File: src/rtl/seq_share_ctrl.sv
// Round-robin owner of a shared 3-phase sequencer: grants BURST full sequences per owner,
// drives pause/restart, and aborts owners that drop req, stall too long, or see an illegal state.
//
// state | meaning
// IDLE  | no owner; sequencer held in restart (FIRST); arbitrating req
// RUN   | owner granted; sequencer runs, owner's hold pauses it
module seq_share_ctrl #(
    parameter int N        = 4,
    parameter int BURST    = 2,
    parameter int MAX_HOLD = 8,
    localparam int OW      = (N > 1) ? $clog2(N) : 1
) (
    input  logic          clk_i,
    input  logic          rst_i,
    input  logic [N-1:0]  req_i,
    input  logic [N-1:0]  hold_i,
    input  logic [1:0]    seq_state_i,
    input  logic          seq_terminal_i,
    output logic          seq_pause_o,
    output logic          seq_restart_o,
    output logic [N-1:0]  grant_o,
    output logic [OW-1:0] owner_o,
    output logic          busy_o,
    output logic          done_o,
    output logic          abort_o
);

    typedef enum logic {IDLE = 1'b0, RUN = 1'b1} state_t;

    state_t        state_q, state_d;
    logic [N-1:0]  grant_q, grant_d;
    logic [OW-1:0] owner_q, owner_d;
    logic [OW-1:0] ptr_q, ptr_d;
    logic [3:0]    burst_q, burst_d;
    logic [7:0]    hold_q, hold_d;
    logic          done_q, done_d;
    logic          abort_q, abort_d;

    logic          found;
    logic [OW-1:0] winner;
    int            idx;
    logic [OW-1:0] ptr_next;
    logic          own_req, own_hold, abort_cond;

    // First requester at or above the pointer, wrapping modulo N.
    always_comb begin
        found  = 1'b0;
        winner = ptr_q;
        idx    = 0;
        for (int i = 0; i < N; i++) begin
            idx = int'(ptr_q) + i;
            if (idx >= N) idx = idx - N;
            if (!found && req_i[OW'(idx)]) begin
                found  = 1'b1;
                winner = OW'(idx);
            end
        end
    end

    assign own_req    = req_i[owner_q];
    assign own_hold   = hold_i[owner_q];
    assign ptr_next   = (owner_q == OW'(N - 1)) ? '0 : owner_q + OW'(1);
    assign abort_cond = !own_req || (seq_state_i == 2'b00) ||
                        (own_hold && (hold_q == 8'(MAX_HOLD - 1)));

    always_comb begin
        state_d = state_q;
        grant_d = grant_q;
        owner_d = owner_q;
        ptr_d   = ptr_q;
        burst_d = burst_q;
        hold_d  = hold_q;
        done_d  = 1'b0;
        abort_d = 1'b0;
        case (state_q)
            IDLE: begin
                if (found) begin
                    state_d = RUN;
                    grant_d = {{(N-1){1'b0}}, 1'b1} << winner;
                    owner_d = winner;
                    burst_d = '0;
                    hold_d  = '0;
                end
            end
            RUN: begin
                if (abort_cond) begin
                    state_d = IDLE;
                    grant_d = '0;
                    abort_d = 1'b1;
                    ptr_d   = ptr_next;
                end else begin
                    // A terminal seen while paused does not count as a completed sequence.
                    if (seq_terminal_i && !own_hold) begin
                        if (burst_q == 4'(BURST - 1)) begin
                            state_d = IDLE;
                            grant_d = '0;
                            done_d  = 1'b1;
                            ptr_d   = ptr_next;
                        end else begin
                            burst_d = burst_q + 4'd1;
                        end
                    end
                    hold_d = own_hold ? hold_q + 8'd1 : 8'd0;
                end
            end
            default: state_d = IDLE;
        endcase
    end

    always_ff @(posedge clk_i) begin
        if (!rst_i) begin
            state_q <= IDLE;
            grant_q <= '0;
            owner_q <= '0;
            ptr_q   <= '0;
            burst_q <= '0;
            hold_q  <= '0;
            done_q  <= 1'b0;
            abort_q <= 1'b0;
        end else begin
            state_q <= state_d;
            grant_q <= grant_d;
            owner_q <= owner_d;
            ptr_q   <= ptr_d;
            burst_q <= burst_d;
            hold_q  <= hold_d;
            done_q  <= done_d;
            abort_q <= abort_d;
        end
    end

    assign seq_restart_o = (state_q != RUN);
    assign seq_pause_o   = (state_q == RUN) && own_hold;
    assign busy_o        = (state_q == RUN);
    assign grant_o       = grant_q;
    assign owner_o       = owner_q;
    assign done_o        = done_q;
    assign abort_o       = abort_q;

endmodule

File: config.mk
export PLATFORM = sky130hd
export DESIGN_NAME = seq_share_ctrl
export DESIGN_NICKNAME = d
export VERILOG_FILES = /design/src/rtl/seq_share_ctrl.sv
export SDC_FILE = /design/constraint.sdc
export NUM_CORES = 1
export LEC_CHECK = 0
export CELL_PAD_IN_SITES_DETAIL_PLACEMENT = 1
export CELL_PAD_IN_SITES_GLOBAL_PLACEMENT = 1
export CORE_AREA = 3 3 57 59
export DETAILED_ROUTE_END_ITERATION = 12
export DIE_AREA = 0 0 60 62
export DONT_BUFFER_PORTS = 1
export GPL_ROUTABILITY_DRIVEN = 0
export PLACE_DENSITY = 0.7
export SYNTH_ARGS = -nofsm -noshare
export SYNTH_HDL_FRONTEND = slang
export SYNTH_SLANG_ARGS = --single-unit
File: constraint.sdc
create_clock -name clk_i -period 2.59 [get_ports clk_i]
set_input_delay 0.518 -clock clk_i [delete_from_list [all_inputs] [get_ports clk_i]]
set_output_delay 0.518 -clock clk_i [all_outputs]
set_load 0.005 [all_outputs]
==> impl_metrics.prom, run 1 <==
# TYPE chip_impl_metric gauge
chip_impl_metric{name="cp_max_fo",unit=""} 7
chip_impl_metric{name="routed_wirelength",unit="um"} 2930
chip_impl_metric{name="cts_setup_buffers",unit=""} 0
chip_impl_metric{name="clock_tree.buffer_depth",unit=""} 2
chip_impl_metric{name="required",unit="ps"} 2860
chip_impl_metric{name="power_density",unit="mW/mm^2"} 508
chip_impl_metric{name="tritoncts.num_buffers",unit=""} 3
chip_impl_info{name="run_status",value="finished, final reports clean"} 1
chip_impl_metric{name="row_count",unit=""} 19
chip_impl_metric{name="cts_htree_levels",unit=""} 1
chip_impl_metric{name="die_height",unit="um"} 62
chip_impl_info{name="setup.worst_path.start_class",value="register"} 1
chip_impl_metric{name="syn_area_per_cell",unit="um^2"} 8.51
chip_impl_metric{name="fillerInstances",unit=""} 339
chip_impl_metric{name="synth_async_sr_flop_share",unit=""} 0
chip_impl_metric{name="sum_of_overflow_across_all_layers_after_global_routing",unit=""} 0
chip_impl_metric{name="max_slew_margin",unit=""} 0.605
chip_impl_metric{name="ant_nets",unit=""} 0
chip_impl_info{name="cts_root_buffer",value="clkbuf_4"} 1
chip_impl_metric{name="worst_slew_pin_slew",unit="ps"} 585
chip_impl_metric{name="final-max-slew-violation-count",unit=""} 0
chip_impl_metric{name="timing.final.crit_share",unit=""} 0.901
chip_impl_metric{name="edff_count_synth",unit=""} 0
chip_impl_metric{name="post-synth-top-area-fraction",unit=""} 0.378
chip_impl_metric{name="die-area",unit="mm^2"} 0.00372
chip_impl_metric{name="timing.final.setup_violations",unit=""} 0
chip_impl_metric{name="area_growth_syn_to_layout",unit="%"} 5.24
chip_impl_metric{name="track_usage",unit=""} 0.182
chip_impl_metric{name="worst_setup_hold_path_clk_slew",unit="ps"} 140
chip_impl_metric{name="synth_seq_area_share",unit=""} 0.378
chip_impl_metric{name="drive_above_1_share",unit=""} 0.0966
chip_impl_metric{name="dp_hpwl",unit="um"} 2300
chip_impl_metric{name="cap_viol_max_count",unit=""} 0
chip_impl_info{name="cts_tree",value="built"} 1
chip_impl_metric{name="synthCells",unit=""} 143
chip_impl_metric{name="vias_per_cell",unit=""} 6.17
chip_impl_metric{name="cells_on_worst_reg2reg_path",unit=""} 5
chip_impl_metric{name="first_iter_violations",unit=""} 27
chip_impl_metric{name="final_net_count",unit=""} 163
chip_impl_metric{name="period_minus_slack",unit="ps"} 2330
chip_impl_metric{name="firstDrtPassIters",unit=""} 4
chip_impl_metric{name="io-pin-count",unit=""} 24
chip_impl_metric{name="core",unit="mm^2"} 0.00276
chip_impl_metric{name="wl_per_cell",unit="um"} 16.7
chip_impl_metric{name="post_cts_resize_count",unit=""} 0
chip_impl_info{name="critPathKind",value="reg2reg"} 1
chip_impl_metric{name="drc",unit=""} 0
chip_impl_metric{name="syn-num-nets",unit=""} 160
chip_impl_metric{name="cts_hold_repair.buffers",unit=""} 0
chip_impl_metric{name="finClkSkew",unit="ps"} 14.2
chip_impl_info{name="yosysTopAreaCell",value="dfxtp_1"} 1
chip_impl_metric{name="hold-path-cell-count",unit=""} 1
chip_impl_metric{name="report.final.hold_viol_count",unit=""} 0
chip_impl_metric{name="antenna_cells",unit=""} 0
chip_impl_metric{name="post_synth_instance_area",unit="mm^2"} 0.00122
chip_impl_metric{name="synth_register_bits",unit=""} 23
chip_impl_metric{name="antenna_violations_before_repair",unit=""} 0
chip_impl_info{name="grt_setup_unrepaired",value="false"} 1
chip_impl_metric{name="final.hold.worst_slack",unit="ps"} 307
chip_impl_metric{name="first_pass_grt_wire_length",unit="um"} 5090
chip_impl_metric{name="fmax",unit="MHz"} 428
chip_impl_metric{name="register_to_register_setup_slack",unit="ps"} 260
chip_impl_metric{name="post_synth_num_cell_types",unit=""} 40
chip_impl_metric{name="max-vdd-ir-drop",unit="mV"} 0.315
chip_impl_metric{name="clock_insertion_delay_worst_skew",unit="ps"} 320
chip_impl_metric{name="die_width",unit="um"} 60
chip_impl_metric{name="port-buffer-count",unit=""} 0
chip_impl_metric{name="yosys_warnings",unit=""} 0
chip_impl_info{name="hp-class",value="in2reg"} 1
chip_impl_metric{name="grt_start_max_net_pins",unit=""} 16
chip_impl_metric{name="tritoncts_num_sinks",unit=""} 23
chip_impl_info{name="ys_top_cells_by_area",value="dfxtp_1 38%, nor2_1 5.2%, nand2_1 4.9%, ha_1 4.1%, nand3_1 3.7%"} 1
chip_impl_metric{name="final.setup.tns",unit="ps"} 0
chip_impl_metric{name="via_count_of_the_first_global_routing_pass",unit=""} 1070
chip_impl_info{name="dominantRegCellSynth",value="dfxtp_1"} 1
chip_impl_metric{name="num_vias",unit=""} 1086
chip_impl_info{name="setup.worst_path.end_class",value="register"} 1
chip_impl_metric{name="crit_arrival",unit="ps"} 2600
chip_impl_metric{name="power_leakage",unit="uW"} 0.000467
chip_impl_metric{name="initial_utilization",unit=""} 0.441
## metal layers
layer	vias to the layer above	share of wire	track usage
li1	529	-	-
met1	520	0.47	0.236
met2	31	0.46	0.287
met3	6	0.057	0.0434
met4	0	0.018	0.0854
met5	-	0	0
## power by group
part / leakage [uW] / switching, uW / total [uW] / internal, uW
Sequential: 0.000187 / 17.8 / 386 / 368
Combinational: 0.000266 / 53.9 / 90.8 / 36.9
Clock: 0.0000139 / 116 / 175 / 59.0
## cell families after synthesis
group / share of synthesized area
buf+inv: 0.0257
mux: 0.0637
fa+ha+maj: 0.0411
compound gates: 0.163
xor+xnor: 0.0288
simple gates: 0.299
flops: 0.378
## critical path, cell delays in order, from the launching register on
cell	delay (ps)
dfxtp_1	500
mux4_2	570
and4b_1	250
or2_0	330
or4_1	540
nand2_1	70
## registers in the layout, summed over array words and instances, names as in the netlist
register  cells
abort_o       1
burst_q       4
busy_o        1
done_o        1
grant_o       4
hold_q        8
owner_o       2
ptr_q         2
## layout by cell type, fill, tap and decap left out, types with 2 or more instances in the layout
master    instances
a211oi_1          2
a21oi_1           3
a31o_2            2
and2_1            4
and3_1            5
clkbuf_4          3
dfxtp_1          23
ha_1              4
inv_1             5
mux2_2            2
mux4_2            2
nand2_1          16
nand3_1           9
nand4_1           2
nand4b_1          2
nor2_1           17
nor2b_1           3
nor3_1            2
o211ai_1          6
o21ai_0           6
or2_2             2
or4_1             3
xor2_1            4
## area by class of cell
type	instances	area, um^2	share of cell area
Inverter	5	18.8	0.0146
Clock inverter	1	7.51	0.00586
Tap cell	31	38.8	0.0303
Clock buffer	3	22.5	0.0176
Timing Repair Buffer	1	7.51	0.00586
Multi-Input combinational cell	112	726	0.566
Sequential cell	23	460	0.359
## synthesized netlist by cell type, types with 3 or more instances
cell type and number:
dfxtp_1 23, nor2_1 17, nand2_1 16, nand3_1 9, o211ai_1 6, o21ai_0 6
and3_1 5, inv_1 5, and2_1 4, ha_1 4, xor2_1 4, a21oi_1 3
nor2b_1 3, or4_1 3
## stage by stage
| stage | total power, uW | area [um^2] | util | setup slack [ps] | cells |
|---|---|---|---|---|---|
| after floorplan | 462 | 1220 | - | 453 | 143 |
| after global placement | 482 | 1250 | 0.454 | 323 | 172 |
| after detailed placement | 485 | 1250 | 0.454 | 274 | 172 |
| after CTS | 661 | 1280 | 0.465 | 234 | 176 |
| after global routing | 697 | 1280 | 0.465 | 117 | 176 |
| final | 651 | 1280 | 0.465 | 256 | 176 |
## final timing paths
path | endpoint | start
setup reg to reg | hold_q[7] | owner_o[0]
hold reg to reg | grant_o[0] | grant_o[0]
setup / recovery | hold_q[7] | owner_o[0]
hold / removal | owner_o[0] | rst_i
(Power assumes the default switching activity.)
==> run 2: changes to the inputs <==
--- a/constraint.sdc
+++ b/constraint.sdc
@@ -3,2 +3,2 @@
 set_output_delay 0.518 -clock clk_i [all_outputs]
-set_load 0.005 [all_outputs]
+set_load 0.01 [all_outputs]
==> impl_metrics.prom, run 2 (same netlist as run 1, synthesis figures left out) <==
# TYPE chip_impl_metric gauge
chip_impl_metric{name="crit_arrival",unit="ps"} 2480
chip_impl_metric{name="hold-path-cell-count",unit=""} 1
chip_impl_metric{name="final.setup.tns",unit="ps"} 0
chip_impl_metric{name="core",unit="mm^2"} 0.00276
chip_impl_metric{name="grt_start_max_net_pins",unit=""} 16
chip_impl_metric{name="placedInstanceArea",unit="mm^2"} 0.00127
chip_impl_metric{name="clock_insertion_delay_worst_skew",unit="ps"} 320
chip_impl_metric{name="worst_setup_hold_path_clk_slew",unit="ps"} 150
chip_impl_metric{name="first_pass_grt_wire_length",unit="um"} 4690
chip_impl_metric{name="num_vias",unit=""} 1078
chip_impl_metric{name="required",unit="ps"} 2850
chip_impl_info{name="run_status",value="finished, final reports clean"} 1
chip_impl_metric{name="track_usage",unit=""} 0.168
chip_impl_metric{name="clock_tree.buffer_depth",unit=""} 2
chip_impl_info{name="grt_setup_unrepaired",value="false"} 1
chip_impl_info{name="worst_r2r_startpoint",value="owner_o[0]"} 1
chip_impl_info{name="setup.worst_path.end_class",value="register"} 1
chip_impl_metric{name="final_net_count",unit=""} 165
chip_impl_metric{name="period_minus_slack",unit="ps"} 2220
chip_impl_metric{name="cts_hold_repair.buffers",unit=""} 0
chip_impl_info{name="hold_start",value="rst_i"} 1
chip_impl_metric{name="cells_on_worst_reg2reg_path",unit=""} 5
chip_impl_info{name="cts_tree",value="built"} 1
chip_impl_metric{name="cap_viol_max_count",unit=""} 0
chip_impl_info{name="layout_commonest_cell",value="dfxtp_1"} 1
chip_impl_metric{name="timing.final.setup_violations",unit=""} 0
chip_impl_metric{name="row_count",unit=""} 19
chip_impl_metric{name="port-buffer-count",unit=""} 0
chip_impl_metric{name="report.final.hold_viol_count",unit=""} 0
chip_impl_metric{name="antenna_violations_before_repair",unit=""} 0
chip_impl_metric{name="tritoncts.num_buffers",unit=""} 3
chip_impl_metric{name="worst_slew_pin_slew",unit="ps"} 600
chip_impl_metric{name="vias_per_cell",unit=""} 6.06
chip_impl_info{name="largest_register",value="hold_q"} 1
chip_impl_info{name="setup.worst_path.start_class",value="register"} 1
chip_impl_metric{name="max_stage_delay",unit="ps"} 550
chip_impl_metric{name="die_width",unit="um"} 60
chip_impl_info{name="cts_root_buffer",value="clkbuf_4"} 1
chip_impl_metric{name="firstDrtPassIters",unit=""} 4
chip_impl_metric{name="timing.final.crit_share",unit=""} 0.856
chip_impl_metric{name="register_to_register_setup_slack",unit="ps"} 370
chip_impl_metric{name="io-pin-count",unit=""} 24
chip_impl_info{name="hp-class",value="in2reg"} 1
chip_impl_metric{name="cts_htree_levels",unit=""} 1
chip_impl_info{name="final_cell_mix",value="23 x dfxtp_1, 17 x nor2_1, 16 x nand2_1, 9 x nand3_1"} 1
chip_impl_metric{name="final-max-slew-violation-count",unit=""} 0
chip_impl_info{name="critical_path.slowest_cell",value="or4_1"} 1
chip_impl_metric{name="dp_worst_setup_slack",unit="ps"} 321
chip_impl_metric{name="design_area",unit="mm^2"} 0.00130
chip_impl_metric{name="cp_max_fo",unit=""} 7
chip_impl_metric{name="routed_wirelength",unit="um"} 2900
chip_impl_metric{name="wl_per_cell",unit="um"} 16.3
chip_impl_metric{name="ant_nets",unit=""} 0
chip_impl_metric{name="die_height",unit="um"} 62
chip_impl_metric{name="antenna_cells",unit=""} 0
chip_impl_metric{name="area_growth_syn_to_layout",unit="%"} 6.47
chip_impl_metric{name="via_count_of_the_first_global_routing_pass",unit=""} 1048
chip_impl_metric{name="post_cts_resize_count",unit=""} 0
chip_impl_metric{name="final.setup.worst_slack",unit="ps"} 374
chip_impl_metric{name="tritoncts_num_sinks",unit=""} 23
chip_impl_info{name="crit-reg2reg-capture",value="hold_q[7]"} 1
chip_impl_metric{name="dp_hpwl",unit="um"} 2310
chip_impl_info{name="timing.critical_path.cells",value="mux4_2 > and4b_1 > or2_0 > or4_1 > nand2_1"} 1
chip_impl_metric{name="max-vdd-ir-drop",unit="mV"} 0.293
chip_impl_metric{name="initial_utilization",unit=""} 0.441
chip_impl_info{name="timing.hold.worst_endpoint",value="owner_o[0]"} 1
chip_impl_metric{name="sum_of_overflow_across_all_layers_after_global_routing",unit=""} 0
chip_impl_metric{name="max_reg_flops",unit=""} 8
chip_impl_metric{name="power_density",unit="mW/mm^2"} 509
chip_impl_metric{name="fmax",unit="MHz"} 451
chip_impl_metric{name="drive_above_1_share",unit=""} 0.109
chip_impl_metric{name="cts_setup_buffers",unit=""} 0
chip_impl_metric{name="drc",unit=""} 0
chip_impl_metric{name="max_slew_margin",unit=""} 0.594
chip_impl_metric{name="die-area",unit="mm^2"} 0.00372
chip_impl_metric{name="power_leakage",unit="uW"} 0.000477
chip_impl_metric{name="first_iter_violations",unit=""} 45
chip_impl_metric{name="design_power_total",unit="uW"} 660
chip_impl_metric{name="finClkSkew",unit="ps"} 19.2
chip_impl_info{name="critPathKind",value="reg2reg"} 1
-- run 2: cell types whose count changed in the layout (fill, tap and decap cells not counted), sizes merged --
cell	previous run	this run
buf	1	3
-- run 2: worst max path at each step --
stage / from / to / slack (ps) / cells after the start
2_1_floorplan: owner_o[0] / hold_q[4] / 420 / 6
3_3_place_gp: req_i[3] / hold_q[7] / 350 / 5
3_5_place_dp: req_i[3] / hold_q[7] / 320 / 5
4_1_cts: owner_o[0] / burst_q[1] / 370 / 6
5_1_grt: owner_o[0] / hold_q[4] / 280 / 5
6_report: owner_o[0] / hold_q[7] / 370 / 5
-- run 2: layer usage --
| layer | wire length (um) | vias up | GRT usage |
|---|---|---|---|
| li1 | - | 537 | - |
| met4 | 20 | 0 | 0.0665 |
| met1 | 1320 | 518 | 0.212 |
| met2 | 1410 | 21 | 0.285 |
| met5 | 0 | - | 0 |
| met3 | 145 | 2 | 0.0310 |
-- run 2: worst max-delay path: cells and delay by family (launching register included) --
kind             cells  cell delay, ps
muxes                1             540
and+or+nand+nor      4            1220
DFF                  1             390
-- run 2: final cells by class --
type	count	area (um^2)
clock buffers	3	22.5
clock inverters	1	7.51
fillers	344	1460
multi-input cells	112	726
inverters	5	18.8
flip-flops and latches	23	460
well taps	31	38.8
repair buffers	3	22.5
-- run 2: metrics by stage --
stage	instances	util	hold WS, ps
2_1_floorplan	143	-	463
3_3_place_gp	174	0.459	492
3_5_place_dp	174	0.459	509
4_1_cts	178	0.470	294
5_1_grt	178	0.470	287
6_report	178	0.470	305
-- run 2: power breakdown --
| group | total (uW) | switching [uW] | internal (uW) |
|---|---|---|---|
| Sequential | 387 | 18.9 | 368 |
| Combinational | 97.9 | 57.5 | 40.4 |
| Clock | 175 | 116 | 58.9 |
==> run 3: changes to the inputs <==
Settings changed: CTS_BUF_LIST set to sky130_fd_sc_hd__clkbuf_16.
==> impl_metrics.prom, run 3 (same netlist as run 1, synthesis figures left out) <==
# TYPE chip_impl_metric gauge
chip_impl_info{name="largest_register",value="hold_q"} 1
chip_impl_metric{name="crit_arrival",unit="ps"} 2380
chip_impl_metric{name="final.setup.tns",unit="ps"} 0
chip_impl_metric{name="io-pin-count",unit=""} 24
chip_impl_metric{name="design_area",unit="mm^2"} 0.00135
chip_impl_metric{name="finClkSkew",unit="ps"} 3.50
chip_impl_metric{name="clock_insertion_delay_worst_skew",unit="ps"} 260
chip_impl_info{name="hp-class",value="in2reg"} 1
chip_impl_metric{name="max-vdd-ir-drop",unit="mV"} 0.357
chip_impl_metric{name="cap_viol_max_count",unit=""} 0
chip_impl_metric{name="cts_setup_buffers",unit=""} 0
chip_impl_metric{name="max_reg_flops",unit=""} 8
chip_impl_metric{name="first_iter_violations",unit=""} 54
chip_impl_info{name="setup.worst_path.start_class",value="register"} 1
chip_impl_metric{name="grt_start_max_net_pins",unit=""} 16
chip_impl_metric{name="cts_htree_levels",unit=""} 1
chip_impl_metric{name="routed_wirelength",unit="um"} 2940
chip_impl_info{name="setup.worst_path.end_class",value="register"} 1
chip_impl_metric{name="core",unit="mm^2"} 0.00276
chip_impl_info{name="critical_path.slowest_cell",value="mux4_2"} 1
chip_impl_metric{name="period_minus_slack",unit="ps"} 2180
chip_impl_metric{name="worst_slew_pin_slew",unit="ps"} 621
chip_impl_metric{name="dp_hpwl",unit="um"} 2310
chip_impl_info{name="critPathKind",value="reg2reg"} 1
chip_impl_metric{name="fmax",unit="MHz"} 458
chip_impl_info{name="run_status",value="finished, final reports clean"} 1
chip_impl_metric{name="die_height",unit="um"} 62
chip_impl_metric{name="placedInstanceArea",unit="mm^2"} 0.00127
chip_impl_metric{name="die_width",unit="um"} 60
chip_impl_metric{name="timing.final.crit_share",unit=""} 0.843
chip_impl_info{name="cts_root_buffer",value="clkbuf_16"} 1
chip_impl_metric{name="post_cts_resize_count",unit=""} 0
chip_impl_info{name="cts_tree",value="built"} 1
chip_impl_metric{name="row_count",unit=""} 19
chip_impl_metric{name="postLayoutCoreUtil",unit=""} 0.489
chip_impl_metric{name="drc",unit=""} 0
chip_impl_metric{name="first_pass_grt_wire_length",unit="um"} 4890
chip_impl_metric{name="via_count_of_the_first_global_routing_pass",unit=""} 1083
chip_impl_metric{name="area_growth_syn_to_layout",unit="%"} 10.8
chip_impl_metric{name="sum_of_overflow_across_all_layers_after_global_routing",unit=""} 0
chip_impl_metric{name="tritoncts.num_buffers",unit=""} 3
chip_impl_metric{name="report.final.hold_viol_count",unit=""} 0
chip_impl_metric{name="tritoncts_num_sinks",unit=""} 23
chip_impl_info{name="grt_setup_unrepaired",value="false"} 1
chip_impl_metric{name="required",unit="ps"} 2790
chip_impl_metric{name="power_density",unit="mW/mm^2"} 615
chip_impl_info{name="layout_commonest_cell",value="dfxtp_1"} 1
chip_impl_metric{name="ant_nets",unit=""} 0
chip_impl_metric{name="final.hold.worst_slack",unit="ps"} 383
chip_impl_metric{name="cp_max_fo",unit=""} 5
chip_impl_metric{name="track_usage",unit=""} 0.174
chip_impl_metric{name="cts_hold_repair.buffers",unit=""} 0
chip_impl_metric{name="firstDrtPassIters",unit=""} 4
chip_impl_metric{name="max_stage_delay",unit="ps"} 560
chip_impl_metric{name="final_net_count",unit=""} 165
chip_impl_metric{name="antenna_cells",unit=""} 0
chip_impl_metric{name="worst_setup_hold_path_clk_slew",unit="ps"} 70
chip_impl_metric{name="die-area",unit="mm^2"} 0.00372
chip_impl_metric{name="wl_per_cell",unit="um"} 16.5
chip_impl_metric{name="timing.final.setup_violations",unit=""} 0
chip_impl_metric{name="design_power_total",unit="uW"} 829
chip_impl_metric{name="drive_above_1_share",unit=""} 0.109
chip_impl_metric{name="max_slew_margin",unit=""} 0.581
chip_impl_metric{name="num_vias",unit=""} 1070
chip_impl_metric{name="port-buffer-count",unit=""} 0
chip_impl_metric{name="final-max-slew-violation-count",unit=""} 0
chip_impl_info{name="timing.critical_path.cells",value="buf_4 > mux4_2 > and4b_1 > and3_1 > mux2_2 > nor2_1"} 1
chip_impl_metric{name="power_leakage",unit="uW"} 0.000501
chip_impl_metric{name="initial_utilization",unit=""} 0.441
chip_impl_metric{name="clock_tree.buffer_depth",unit=""} 2
chip_impl_metric{name="vias_per_cell",unit=""} 6.01
chip_impl_info{name="final_cell_mix",value="23 x dfxtp_1, 17 x nor2_1, 16 x nand2_1, 9 x nand3_1"} 1
chip_impl_metric{name="antenna_violations_before_repair",unit=""} 0
==> run 3: cell counts in the layout (fill, tap and decap cells not counted) <==
No cell type changed its count.
==> run 3: cell type report <==
type	count	area [um^2]
well taps	31	38.8
flip-flops and latches	23	460
multi-input cells	112	726
clock inverters	1	7.51
clock buffers	3	75.1
inverters	5	18.8
repair buffers	3	22.5
fillers	340	1410
==> run 3: metal layers <==
layer	global-route usage	vias up	part of all wire
li1	-	534	-
met1	0.217	513	0.47
met2	0.296	21	0.48
met3	0.0372	2	0.047
met4	0.0633	0	0.0068
met5	0	-	0
==> run 3: critical path: cells and delay by family, from the launching register on <==
family	cells	cell delay (ps)
DFF	1	360
and+or+nand+nor	3	680
muxes	2	920
buffers and inverters	1	170
==> run 3: path summary, 6_finish.rpt <==
check	from	endpoint	cells after the start	slack, ps
max reg2reg	owner_o[0]	burst_q[1]	6	410
min	rst_i	owner_o[0]	1	380
min reg2reg	hold_q[7]	hold_q[7]	2	510
max	owner_o[0]	burst_q[1]	6	410
==> run 3: power breakdown <==
| part | internal (uW) | switching [uW] | total, uW |
|---|---|---|---|
| Sequential | 368 | 18.8 | 387 |
| Combinational | 40.4 | 58.0 | 98.4 |
| Clock | 209 | 135 | 344 |
| Total | 618 | 211 | 829 |
==> run 3: metrics by stage <==
step / setup slack [ps] / cells
after floorplan: 418 / 143
after global placement: 353 / 174
after detailed placement: 321 / 174
after CTS: 389 / 178
after global routing: 305 / 178
final: 407 / 178
